## src/rtl/rtl_responder_pkg.sv

```systemverilog
// Shared types and defaults for the rtl_responder block.
//   result_t        : one buffered result {data = in1^in2, any = |in1, all = &in1}
//   DEFAULT_DEPTH   : default result buffer depth (power of two, >= 2)
//   DEFAULT_STALL_EVERY : default throttle period (0 = no throttling)
//   compute_result  : combinational result for one operand pair
package rtl_responder_pkg;

  localparam int DEFAULT_DEPTH       = 4;
  localparam int DEFAULT_STALL_EVERY = 0;

  typedef struct packed {
    logic [3:0] data;
    logic       any;
    logic       all;
  } result_t;

  function automatic result_t compute_result(input logic [3:0] a,
                                             input logic [3:0] b);
    result_t r;
    r.data = a ^ b;
    r.any  = |a;
    r.all  = &a;
    return r;
  endfunction

endpackage

```

## src/rtl/rtl_responder_fifo.sv

```systemverilog
// DEPTH-entry synchronous FIFO of result_t.
// Ports:
//   clk_i, rst_ni  : clock, asynchronous active-low reset
//   push_i         : write wr_data_i at the tail (caller guarantees !full_o)
//   wr_data_i      : result to store
//   pop_i          : drop the head entry (caller guarantees !empty_o)
//   rd_data_o      : head entry, forced to zero while empty
//   full_o/empty_o : occupancy flags
module rtl_responder_fifo
  import rtl_responder_pkg::*;
#(
  parameter int DEPTH = DEFAULT_DEPTH
) (
  input  logic    clk_i,
  input  logic    rst_ni,
  input  logic    push_i,
  input  result_t wr_data_i,
  input  logic    pop_i,
  output result_t rd_data_o,
  output logic    full_o,
  output logic    empty_o
);

  localparam int AW = $clog2(DEPTH);

  // Pointers carry one extra wrap bit so full and empty are distinguishable.
  logic [AW:0] wr_ptr_q, wr_ptr_d;
  logic [AW:0] rd_ptr_q, rd_ptr_d;
  result_t     mem_q [DEPTH];

  always_comb begin
    wr_ptr_d = wr_ptr_q;
    rd_ptr_d = rd_ptr_q;
    if (push_i) wr_ptr_d = wr_ptr_q + (AW+1)'(1);
    if (pop_i)  rd_ptr_d = rd_ptr_q + (AW+1)'(1);
  end

  always_ff @(posedge clk_i or negedge rst_ni) begin
    if (!rst_ni) begin
      wr_ptr_q <= '0;
      rd_ptr_q <= '0;
    end else begin
      wr_ptr_q <= wr_ptr_d;
      rd_ptr_q <= rd_ptr_d;
    end
  end

  // Storage needs no reset: nothing is visible until a pointer moves.
  always_ff @(posedge clk_i) begin
    if (push_i) mem_q[wr_ptr_q[AW-1:0]] <= wr_data_i;
  end

  assign empty_o = (wr_ptr_q == rd_ptr_q);
  assign full_o  = (wr_ptr_q[AW] != rd_ptr_q[AW]) &&
                   (wr_ptr_q[AW-1:0] == rd_ptr_q[AW-1:0]);

  // Gate the head so stale storage never shows while empty (zero after reset).
  assign rd_data_o = empty_o ? '0 : mem_q[rd_ptr_q[AW-1:0]];

endmodule

```

## src/rtl/rtl_responder.sv

```systemverilog
// Valid/ready responder: accepts operand pairs, buffers {in1^in2, |in1, &in1}
// and presents the oldest result downstream.
// Ports:
//   CLK, ASYNCRESETN      : clock, asynchronous active-low reset
//   in_valid/in_ready     : upstream handshake, in1/in2 operands
//   out_valid/out_ready   : downstream handshake
//   out_data/out_any/out_all : fields of the oldest buffered result
//   acc_cnt               : 8-bit wrapping count of accepted transfers
//   proto_err             : sticky upstream protocol-violation flag
//
// Handshake: a transfer happens on a rising edge where valid and ready are
// both 1. in_ready never depends on in_valid; once in_valid is raised
// upstream must hold it and keep in1/in2 stable until accepted.
module rtl_responder
  import rtl_responder_pkg::*;
#(
  parameter int DEPTH       = DEFAULT_DEPTH,
  parameter int STALL_EVERY = DEFAULT_STALL_EVERY
) (
  input  logic       CLK,
  input  logic       ASYNCRESETN,
  input  logic       in_valid,
  output logic       in_ready,
  input  logic [3:0] in1,
  input  logic [3:0] in2,
  output logic       out_valid,
  input  logic       out_ready,
  output logic [3:0] out_data,
  output logic       out_any,
  output logic       out_all,
  output logic [7:0] acc_cnt,
  output logic       proto_err
);

  localparam int SW = (STALL_EVERY > 1) ? $clog2(STALL_EVERY) : 1;
  localparam logic [SW-1:0] STALL_LAST =
    SW'((STALL_EVERY > 0) ? STALL_EVERY - 1 : 0);

  logic    fifo_full, fifo_empty;
  logic    accept, pop;
  result_t head;

  // Held low through reset so in_ready rises on the first edge after release.
  logic          ready_en_q;
  logic          stall_q, stall_d;
  logic [SW-1:0] stall_cnt_q, stall_cnt_d;
  logic [7:0]    acc_cnt_q, acc_cnt_d;
  logic          err_q, err_d;
  logic          pend_q, pend_d;
  logic [3:0]    prev_in1_q, prev_in2_q;

  assign in_ready  = ready_en_q & ~fifo_full & ~stall_q;
  assign accept    = in_valid & in_ready;
  assign out_valid = ~fifo_empty;
  assign pop       = out_valid & out_ready;

  rtl_responder_fifo #(
    .DEPTH(DEPTH)
  ) u_fifo (
    .clk_i    (CLK),
    .rst_ni   (ASYNCRESETN),
    .push_i   (accept),
    .wr_data_i(compute_result(in1, in2)),
    .pop_i    (pop),
    .rd_data_o(head),
    .full_o   (fifo_full),
    .empty_o  (fifo_empty)
  );

  assign out_data = head.data;
  assign out_any  = head.any;
  assign out_all  = head.all;

  always_comb begin
    stall_d     = 1'b0;
    stall_cnt_d = stall_cnt_q;
    acc_cnt_d   = acc_cnt_q;
    if (accept) begin
      acc_cnt_d = acc_cnt_q + 8'd1;
      if (STALL_EVERY > 0) begin
        // The STALL_EVERY-th accept arms a single dead cycle and restarts the phase.
        if (stall_cnt_q == STALL_LAST) begin
          stall_d     = 1'b1;
          stall_cnt_d = '0;
        end else begin
          stall_cnt_d = stall_cnt_q + SW'(1);
        end
      end
    end
  end

  // A refused request last cycle must reappear unchanged this cycle.
  always_comb begin
    pend_d = in_valid & ~in_ready;
    err_d  = err_q;
    if (pend_q && (!in_valid || in1 != prev_in1_q || in2 != prev_in2_q)) begin
      err_d = 1'b1;
    end
  end

  always_ff @(posedge CLK or negedge ASYNCRESETN) begin
    if (!ASYNCRESETN) begin
      ready_en_q  <= 1'b0;
      stall_q     <= 1'b0;
      stall_cnt_q <= '0;
      acc_cnt_q   <= '0;
      err_q       <= 1'b0;
      pend_q      <= 1'b0;
      prev_in1_q  <= '0;
      prev_in2_q  <= '0;
    end else begin
      ready_en_q  <= 1'b1;
      stall_q     <= stall_d;
      stall_cnt_q <= stall_cnt_d;
      acc_cnt_q   <= acc_cnt_d;
      err_q       <= err_d;
      pend_q      <= pend_d;
      prev_in1_q  <= in1;
      prev_in2_q  <= in2;
    end
  end

  assign acc_cnt   = acc_cnt_q;
  assign proto_err = err_q;

endmodule

```

## config.mk

```make
export PLATFORM = sky130hd
export DESIGN_NAME = rtl_responder
export DESIGN_NICKNAME = d
export VERILOG_FILES = /design/src/rtl/rtl_responder_pkg.sv /design/src/rtl/rtl_responder_fifo.sv /design/src/rtl/rtl_responder.sv
export SDC_FILE = /design/constraint.sdc
export NUM_CORES = 1
export LEC_CHECK = 0
export CORE_AREA = 4 4 72 88
export CTS_CLUSTER_DIAMETER = 100
export DETAILED_ROUTE_END_ITERATION = 8
export DIE_AREA = 0 0 76 92
export GPL_ROUTABILITY_DRIVEN = 0
export PLACE_DENSITY = 0.64
export SLEW_MARGIN = 20
export SYNTH_ARGS = -nofsm -noshare
export SYNTH_HDL_FRONTEND = slang
export SYNTH_SLANG_ARGS = --single-unit
```

## constraint.sdc

```tcl
create_clock -name CLK -period 2.1 [get_ports CLK]
set_input_delay 0.21 -clock CLK [delete_from_list [all_inputs] [get_ports CLK]]
set_output_delay 0.21 -clock CLK [all_outputs]
set_load 0.01 [all_outputs]
```

Word level (Yosys, flattened, before mapping)
Memories as Yosys holds them, arrays and structs flattened.
Index checks and enable logic that the tools add are counted.
{"block": "op_classes", "n_eq_ne": 5, "n_mux": 3, "n_bitwise": 8, "add_sub_neg": 3, "n_reduce_logical": 7}
{"operator": "adder 8 x 1 -> 8 bit, second input constant", "count": 1}
{"operator": "inequality test 4 bit", "count": 2}
{"operator": "adder 3 x 1 -> 3 bit, second input constant", "count": 2}
{"operator": "2-to-1 mux 6 bit", "count": 1}
{"operator": "bitwise AND 1 bit", "count": 4}
{"operator": "AND reduction 4 bit", "count": 1}
{"operator": "OR reduction 4 bit", "count": 1}
{"operator": "bitwise XOR 4 bit", "count": 1}
{"operator": "equality test 3 bit", "count": 1}
{"operator": "inverter 1 bit", "count": 3}
{"operator": "equality test 2 bit", "count": 1}
{"operator": "logical AND 1 bit", "count": 2}
{"operator": "logical OR 1 bit", "count": 2}
{"operator": "2-to-1 mux 1 bit", "count": 2}
{"operator": "zero test 1 bit", "count": 1}
{"operator": "inequality test 1 bit", "count": 1}
{"block": "totals", "word_cells": 35, "out_inout_bits": 17, "ramBits": 24, "reg_bits": 25, "inputBits": 12, "mem_count": 1}
{"memory": "u_fifo.mem_q", "words": 4, "width": 6, "read_ports": 1, "rd_clocked_by_memory_dff": 0, "write_ports": 1, "line_no": "rtl_responder_fifo.sv:29", "text": "result_t mem_q [DEPTH];"}

Longest topological paths before layout
Gate-level depths: netlist of run 1.
{"block": "logic_depth", "word_depth": 7, "ltp_mapped": 6, "mapped_depth_nobuf": 5}

Hierarchy
From an unflattened synthesis of run 1, not the netlist that was laid out.
{"block": "hier_totals", "hier_cells": 134, "area_unflattened_um2": 2128.3}
{"mod": "rtl_responder_fifo", "cells_each": 69, "area_per_inst_um2": 1288.7, "instances": 1, "seq_area_each_um2": 870.8}
{"mod": "rtl_responder", "cells_each": 65, "area_per_inst_um2": 839.6, "instances": 1, "seq_area_each_um2": 475.5}

Worst setup path before layout of run 1
OpenSTA, ideal clock, no wires.
{"block": "synth_path", "path_type": "flip-flop to flip-flop", "from": "register u_fifo.rd_ptr_q[1]", "to": "register u_fifo.rd_ptr_q[1]", "required_time_ns": 1.975, "t_arrival_ns": 1.402, "path_stages_with_launch": 6, "period_less_slack_ns": 1.527, "setup_slack_ns": 0.573, "setup_time_ns": 0.125, "path_buffers": 1, "path_cell_list": "dfrtp_1 > buf_4 > xnor2_2 > nand3b_2 > nand2_2 > mux2_4"}
{"block": "synth_via", "elab_chain_len": 3, "word_cells_on_any_way": 4, "classes_between": "add/sub: 1; eq/ne: 1; bitwise: 2"}
{"element": "start, declared", "line_no": "rtl_responder_fifo.sv:28", "text": "logic [AW:0] rd_ptr_q, rd_ptr_d;"}
{"element": "start signal, assigned", "line_no": "rtl_responder_fifo.sv:44", "text": "rd_ptr_q <= rd_ptr_d;"}
{"element": "equality test 3 bit", "line_no": "rtl_responder_fifo.sv:53", "text": "assign empty_o = (wr_ptr_q == rd_ptr_q);"}
{"element": "inverter 1 bit", "line_no": "rtl_responder.sv:54", "text": "assign out_valid = ~fifo_empty;"}
{"element": "via out_valid", "line_no": "rtl_responder.sv:26", "text": "output logic out_valid,"}
{"element": "bitwise AND 1 bit", "line_no": "rtl_responder.sv:55", "text": "assign pop = out_valid & out_ready;"}
The timed path passes the listed nets, and every way through them passes these cells.
A chain may end at the register's enable or synchronous reset.

Worst setup path after layout of run 1
{"block": "layout_path", "from": "register u_fifo.rd_ptr_q[0]", "to": "output out_data[0]"}
{"block": "layout_via", "elab_chain_len": 2, "word_cells_on_any_way": 3, "classes_between": "eq/ne: 1; mux: 1; memory: 1"}
{"element": "memory (4 x 6 bit) / equality test 3 bit (equally long branches)"}
{"element": "2-to-1 mux 6 bit *", "line_no": "rtl_responder_fifo.sv:58", "text": "assign rd_data_o = empty_o ? '0 : mem_q[rd_ptr_q[AW-1:0]];"}
{"element": "end, declared", "line_no": "rtl_responder.sv:28", "text": "output logic [3:0] out_data,"}
Every way passes the cells marked *; elsewhere a longest branch is shown, timed or not.

==> results of run 1 <==
final timing paths:
| check | from | endpoint | slack, ps | cells after the start |
|---|---|---|---|---|
| max | u_fifo.rd_ptr_q[0] | out_data[0] | 110 | 3 |
| max reg2reg | u_fifo.rd_ptr_q[0] | acc_cnt[1] | 230 | 6 |
| min reg2reg | acc_cnt[7] | acc_cnt[7] | 480 | 1 |
| min in group CLK | in2[0] | prev_in2_q[0] | 450 | 1 |
| max in group asynchronous | ASYNCRESETN | u_fifo.rd_ptr_q[0] | 1550 | 2 |
| min | ASYNCRESETN | u_fifo.wr_ptr_q[2] | 280 | 2 |
stage by stage:
step | setup slack, ps | std cells
final | 113.4 | 238
after global routing | 36.46 | 238
after CTS | 26.83 | 236
after detailed placement | 72.52 | 227
after global placement | 109.9 | 227
after floorplan | 573.1 | 134
repair_timing:
action	in CTS	in global routing
gates resized for setup	10	1
hold endpoints to repair	0	0
hold buffers	0	0
buffers inserted	1	2
setup endpoints to repair	8	2
pin swaps	1	1
critical path, delay by kind of cell (launching register included):
| family | cells | cell delay, ps |
|---|---|---|
| and+or+nand+nor | 1 | 160 |
| DFF | 1 | 470 |
| buffers and inverters | 1 | 280 |
| muxes | 1 | 570 |
layer usage:
metal	track usage [%]	share of wire, %
met5	0	0
met4	4.451	1.9
met3	3.143	3.5
met2	18.36	51
met1	13.35	43
registers in the layout, indices dropped and copies added, names as in the netlist:
register and count:
acc_cnt 8, pend_q 1, prev_in1_q 4, prev_in2_q 4
proto_err 1, ready_en_q 1, u_fifo.mem_q 24, u_fifo.rd_ptr_q 3
u_fifo.wr_ptr_q 3
final cells by class:
cell class / instances / area [um2] / share of cell area (%)
Sequential cell: 49 / 1348 / 50.63
Multi-Input combinational cell: 80 / 784.5 / 29.48
Timing Repair Buffer: 35 / 326.6 / 12.27
Tap cell: 64 / 80.08 / 3.009
Clock buffer: 5 / 68.82 / 2.586
Clock inverter: 3 / 46.29 / 1.740
Inverter: 2 / 7.507 / 0.2821
cell families after synthesis:
logic type,count (synthesis),synth area share [%]
buffers and inverters,5,1.742
AO/OA/AOI/OAI,3,1.451
flip-flops,49,62.49
adder cells (fa/ha/maj),6,3.484
other,1,0.1740
XOR/XNOR,26,12.14
AND/OR/NAND/NOR,36,9.989
multiplexers,8,8.536
power by group:
part           switching, uW  internal (uW)
logic                    604            763
registers                187           1200
clock network            309            356
total                   1100           2320
placed cells by master, fill, tap and decap left out, types with 2 or more instances in the layout:
cell and n:
xor2_1 10, clkbuf_8 5, and2_2 4, nand3_1 5
dlygate4sd2_1 7, nor2_1 3, and2_1 7, mux4_1 6
xnor2_1 13, inv_1 2, nand4_1 4, nand2_1 4
ha_1 6, clkdlybuf4s50_1 20, buf_4 7, dfrtp_1 24
edfxtp_1 24
synth_stat cells:
cell type	instances	share of area [%]
xnor2_1	13	5.3
and3_1	1	0.29
xnor2_4	1	1.3
nand3_1	6	1.4
nor2_1	3	0.52
a21oi_1	1	0.23
inv_1	2	0.35
mux2_2	1	0.52
mux4_1	6	7.3
and2_2	4	1.4
ha_1	6	3.5
a31oi_4	1	0.99
nand2_1	4	0.70
xnor2_2	1	0.76
buf_6	2	1.0
dfrtp_1	25	29
nor3_1	1	0.23
conb_1	1	0.17
nor2b_1	1	0.29
xor2_1	10	4.1
edfxtp_1	24	33
mux2_4	1	0.70
and2_1	7	2.0
nor4b_1	1	0.41
and4_1	1	0.41
buf_4	1	0.35
or4_1	1	0.35
nand2_2	1	0.29
o21ai_0	1	0.23
nand3b_2	1	0.52
nand4_1	4	1.2
xor2_2	1	0.76
==> results.md, run 1 <==
### Worst setup path
- 570 ps — longest individual stage delay on the worst path
- flip-flop — Critical Path Start Type
- flip-flop to primary output — kind of critical path
- 1890 ps — Worst EP required
- primary output — capturing element type of the critical path
- mux4_1 — slowest cell on the critical path
- 1780 ps — data arrival time of the critical path
- mux4_1, and2_1, dlygate4sd2_1 — critical path cell sequence
- 7 — maximum net fanout on the critical path

### Route
- 30 — number of design-rule violations left by the first detailed-router iteration
- 4.790 — Via-to-Cell Ratio
- 1140 — number of vias after detailed routing
- 2 — number of iterations in the first detailed-routing pass
- 0 — residual DRC count
- 14.96 um — routed length per instance
- 0 — residual antenna-violating net count after detailed routing
- 3.560 mm — Final Routed Wirelength

### Power
- 3418 uW — total power draw
- 1284 nW/um2 — P per Cell Area
- 0.001041 uW — leakage power summed over all cells
- 513.7 uV — worst ir drop on vdd

### Layout
- 2661 um2 — final design instance area without fill
- 48.23% — fin util
- 16.67% — share of post-route cells with drive strength above 1
- 191 — Post-layout nets
- 0 — antenna diode count
- 462 — filler instances
- 23.52% — layout-stage area growth over the synthesis result

### Clocking
- 2 — CTS H-tree lvls
- 49 — clock sink count
- yes — CTS tree
- clkbuf_8 — Clk Tree Root Cell
- 300 ps — worst skew pair latency
- 90 ps — clock-pin slew of the registers on the worst-case setup and hold paths
- 5 — number of clock buffers inserted by TritonCTS
- 2 — buffers from clock root to sink, at most

### GRT
- 26 — maximum number of pins on one net before global-route repair
- 0 — Overflow after GRT
- 6.099 mm — wire length of the first global-routing pass
- 1208 — number of global-route vias before repair
- 0 — antenna violations before repair
- 11.03% — overall track demand over capacity in global routing

### Place
- 28 — PortBufs
- 2.624 mm — half-perimeter wire length after placement
- 2515 um2 — Post-Place Cell Area

### Logic synthesis
- 0 — count of synthesis-stage warnings from yosys
- 49 — number of storage elements in the synthesis netlist
- 62.49% — fraction of the yosys area taken by sequential cells
- 16.08 um2 — Avg Synthesized Cell Area
- 32 — post-synthesis cell type count
- 134 — number of cells produced by synthesis
- 2155 um2 — netlist area before placement
- 152 — number of nets in the synthesized netlist

### Run status
- completed — run status

### Timing
- 94.60% — final critical-path share of the clock period
- 0 — final max-slew violation count
- 0.5034 GHz — Max Clock Freq
- 0 — hold violation count in the final report
- 280.5 ps — tightest hold margin
- no — setup repair after global routing missed its margin
- 0 — Final setup viols
- 5.915 ps — clk_skew
- 1987 ps — post-layout min period
- 0 ps — Total Negative Setup Slacks

### Die
- 5518 um2 — core area
- 6992 um2 — die area
- 76 um — width of the die
- 30 — # rows
- 92 um — height of the chip
- 29 — count of boundary I/O pins
- 39.05% — initial cell density of the core

### Flow run
- 0 — max-cap check violation count

### Worst hold path
- primary input to async pin — worst hold path type

No activity file was read; power rests on OpenSTA's default activity.
==> inputs of run 2 (changes only) <==
--- a/config.mk
+++ b/config.mk
@@ -5,13 +5,14 @@
 export SDC_FILE = /design/constraint.sdc
 export NUM_CORES = 1
 export LEC_CHECK = 0
-export CORE_AREA = 4 4 72 88
+export CORE_AREA = 4 4 72 87
 export CTS_CLUSTER_DIAMETER = 100
 export DETAILED_ROUTE_END_ITERATION = 8
-export DIE_AREA = 0 0 76 92
+export DIE_AREA = 0 0 76 91
 export GPL_ROUTABILITY_DRIVEN = 0
+export HOLD_SLACK_MARGIN = 0.02
 export PLACE_DENSITY = 0.64
-export SLEW_MARGIN = 20
 export SYNTH_ARGS = -nofsm -noshare
 export SYNTH_HDL_FRONTEND = slang
+export SYNTH_HIERARCHICAL = 1
 export SYNTH_SLANG_ARGS = --single-unit
==> run 2 against run 1 <==
  * Clock-buffer cell count stayed put
  * Synthesized area shrank 1.2%
  * Core utilization up 1.5 points
  * Via count rose by 3.5%
  * Total power grew 1.4%
  * Cell count decreased by 0.42%
  * Highest routed layer unchanged
==> results.md, run 2 <==
### Clocking
- 49 — clock sink count, unchanged
- 5 — number of clock buffers inserted by TritonCTS, unchanged
- 2 — CTS H-tree lvls, unchanged
- yes — CTS tree
- 2 — buffers from clock root to sink, at most, unchanged
- 300 ps — worst skew pair latency, about the same
- clkbuf_8 — Clk Tree Root Cell
- 90 ps — clock-pin slew of the registers on the worst-case setup and hold paths, about the same

### GRT
- 0 — antenna violations before repair, unchanged
- 0 — Overflow after GRT, unchanged
- 1317 — number of global-route vias before repair, +9.0%
- 26 — maximum number of pins on one net before global-route repair, unchanged
- 6.272 mm — wire length of the first global-routing pass, +2.8%
- 11.36% — overall track demand over capacity in global routing, +0.33 points

### Timing
- 0 — hold violation count in the final report, unchanged
- 1961 ps — post-layout min period, -25.46 ps
- 138.8 ps — min setup slack post-route, +25.46 ps
- 0 — final max-slew violation count, unchanged
- 0.5099 GHz — Max Clock Freq, +1.3%
- 0 — Final setup viols, unchanged
- 93.39% — final critical-path share of the clock period, -1.2 points
- 270.6 ps — tightest hold margin, -9.864 ps
- 10.20 ps — clk_skew, +4.289 ps
- no — setup repair after global routing missed its margin
- 0 ps — Total Negative Setup Slacks, unchanged

### Worst setup path
- 400 ps — longest individual stage delay on the worst path, -170 ps
- 1750 ps — data arrival time of the critical path, -30 ps
- dfrtp_2 — slowest cell on the critical path
- 7 — maximum net fanout on the critical path, unchanged
- primary output — capturing element type of the critical path
- 1890 ps — Worst EP required, about the same
- flip-flop to primary output — kind of critical path
- buf_2, xor2_2, buf_4, o31a_1, dlygate4sd2_1 — critical path cell sequence
- 4 — path depth of the worst reg2reg path, -2
- flip-flop — Critical Path Start Type

### Run status
- completed — run status

### Die
- 91 um — height of the chip, -1.1%
- 5334 um2 — core area, -3.3%
- 29 — count of boundary I/O pins, unchanged
- 76 um — width of the die, unchanged
- 6916 um2 — die area, -1.1%
- 39.90% — initial cell density of the core, +0.85 points
- 29 — # rows, -3.3%

### Power
- 1307 nW/um2 — P per Cell Area, +1.8%
- 3466 uW — total power draw, +1.4%
- 668.1 uV — worst ir drop on vdd, +30%
- 0.001043 uW — leakage power summed over all cells, +0.21%

### Layout
- 24.63% — layout-stage area growth over the synthesis result
- 24 — flip-flop count of the largest register after layout, unchanged
- 0 — antenna diode count, unchanged
- 20.57% — share of post-route cells with drive strength above 1, +3.9 points
- 192 — Post-layout nets, +0.52%
- edfxtp_1, dfrtp_1, xor2_1, clkdlybuf4s50_1, dlygate4sd2_1 — top library cells by usage in the layout, fill and taps aside
- edfxtp_1 — commonest non-fill, non-tap cell in the layout

### Logic synthesis
- XOR/XNOR gates — largest family of logic cells by synthesized area
- 2.998% — complex-gate fraction of the synthesized area, +1.5 points
- dfrtp_1, edfxtp_1, xor2_1 — most used standard cells in the synthesized netlist
- 2128 um2 — netlist area before placement, -1.2%
- 11.82% — parity-gate share of the synthesized area counting xor and xnor cells, -0.32 points
- 51.02% — Async S/R FF share, synth, unchanged
- 15.88 um2 — Avg Synthesized Cell Area, -1.2%
- 49 — number of storage elements in the synthesis netlist, unchanged
- 134 — number of cells produced by synthesis, unchanged
- 3.527% — adder and majority gate portion of the synthesized area, +0.043 points
- 63.26% — fraction of the yosys area taken by sequential cells, +0.77 points
- 32 — post-synthesis cell type count, unchanged
- 6 — count of synthesis-stage warnings from yosys, +6
- edfxtp_1, dfrtp_1, xor2_1, mux4_2, ha_1 — dominant cells by area after synthesis
- 33.86% — share of the synthesized area in the top cell type, +0.41 points
- 24 — number of flops mapped to enable cells by yosys, unchanged
- 7.584% — multiplexer share of the synthesized area, -0.95 points
- edfxtp_1 — leading area contributor after synthesis
- 152 — number of nets in the synthesized netlist, unchanged
- dfrtp_1 — top-count cell post-synth
- 8.642% — simple-gate area share of the yosys netlist, -1.3 points
- dfrtp_1 — ys flop type

### Route
- 4 — number of iterations in the first detailed-routing pass, +2
- 15.27 um — routed length per instance, +2.1%
- 4.979 — Via-to-Cell Ratio, +3.9%
- 0 — residual DRC count, unchanged
- 3.619 mm — Final Routed Wirelength, +1.7%
- 55 — number of design-rule violations left by the first detailed-router iteration, +83%
- 1180 — number of vias after detailed routing, +3.5%
- 0 — residual antenna-violating net count after detailed routing, unchanged

### Place
- 2.689 mm — half-perimeter wire length after placement, +2.5%
- 28 — PortBufs, unchanged
- 33.83 ps — Post-Place Setup Slack, -38.69 ps

### Flow run
- 0 — max-cap check violation count, unchanged

### Worst hold path
- primary input to async pin — worst hold path type

[run 2: cell types whose count changed after synthesis, sizes merged, moves of 2 or more]
| cell | change |
|---|---|
| xnor2 | -10 |
| o31a | +6 |
| and2 | -6 |
| nand3 | -6 |
| nor3 | +4 |
| inv | +2 |
| xor2 | +11 |
[run 2: path summary, 6_finish.rpt]
check                                   start            endpoint  slack [ps]
min in group CLK                       in2[0]       prev_in2_q[0]         430
hold / removal                    ASYNCRESETN  u_fifo/wr_ptr_q[0]         270
setup reg to reg           u_fifo/rd_ptr_q[1]  u_fifo/mem_q[0][3]         280
hold reg to reg                    acc_cnt[7]          acc_cnt[7]         470
max in group asynchronous         ASYNCRESETN  u_fifo/rd_ptr_q[0]        1550
setup / recovery           u_fifo/rd_ptr_q[0]         out_data[3]         140
[run 2: per-stage QoR]
stage | instances | cell area, um2 | utilization, %
after floorplan | 134 | 2128 | -
after global placement | 227 | 2504 | 46.94
after detailed placement | 227 | 2504 | 46.94
after CTS | 237 | 2653 | 49.73
after global routing | 237 | 2653 | 49.73
final | 237 | 2653 | 49.73
[run 2: layout make-up]
type / instances / area [um2]
repair buffers: 36 / 327.8
fillers: 454 / 2681
clock inverters: 3 / 46.29
multi-input cells: 78 / 768.2
flip-flops and latches: 49 / 1349
clock buffers: 5 / 68.82
well taps: 62 / 77.57
inverters: 4 / 15.01
[run 2: logic make-up after synthesis]
| logic type | count (synthesis) |
|---|---|
| flops | 49 |
| simple gates | 28 |
| xor+xnor | 27 |
| compound gates | 8 |
| mux | 8 |
| buf+inv | 7 |
| fa+ha+maj | 6 |
| other cells | 1 |
[run 2: power by group]
part           switching, uW  internal [uW]
registers                179           1200
logic                    669            748
clock network            314            356
total                   1160           2300
[run 2: routing by layer]
layer	vias to the layer above	GRT usage [%]	wire length, um
met4	0	4.451	60
met3	6	3.861	176
met5	-	0	0
met1	583	13.59	1549
met2	32	18.79	1834
li1	559	-	-
[run 2: critical path, delay by kind of cell (launching register included)]
| family | cells | cell delay (ps) |
|---|---|---|
| xor+xnor | 1 | 190 |
| buf+inv | 3 | 620 |
| flops | 1 | 400 |
| compound gates | 1 | 230 |
[run 2: repair_timing]
action,CTS,global route
hold buffers,0,0
endpoints found under the setup margin,8,1
resized for setup,14,0
pin swaps,1,1
setup buffers,2,0
==> inputs of run 3 (changes only) <==
--- a/config.mk
+++ b/config.mk
@@ -5,14 +5,14 @@
 export SDC_FILE = /design/constraint.sdc
 export NUM_CORES = 1
 export LEC_CHECK = 0
-export CORE_AREA = 4 4 72 87
+export CORE_AREA = 4 4 72 88
+export CTS_BUF_LIST = sky130_fd_sc_hd__clkbuf_8 sky130_fd_sc_hd__clkbuf_16
 export CTS_CLUSTER_DIAMETER = 100
 export DETAILED_ROUTE_END_ITERATION = 8
-export DIE_AREA = 0 0 76 91
+export DIE_AREA = 0 0 76 92
 export GPL_ROUTABILITY_DRIVEN = 0
 export HOLD_SLACK_MARGIN = 0.02
 export PLACE_DENSITY = 0.64
 export SYNTH_ARGS = -nofsm -noshare
 export SYNTH_HDL_FRONTEND = slang
-export SYNTH_HIERARCHICAL = 1
 export SYNTH_SLANG_ARGS = --single-unit
==> results of run 3 <==
Same layout as run 1: the final DEF is identical, and so are final timing and power.
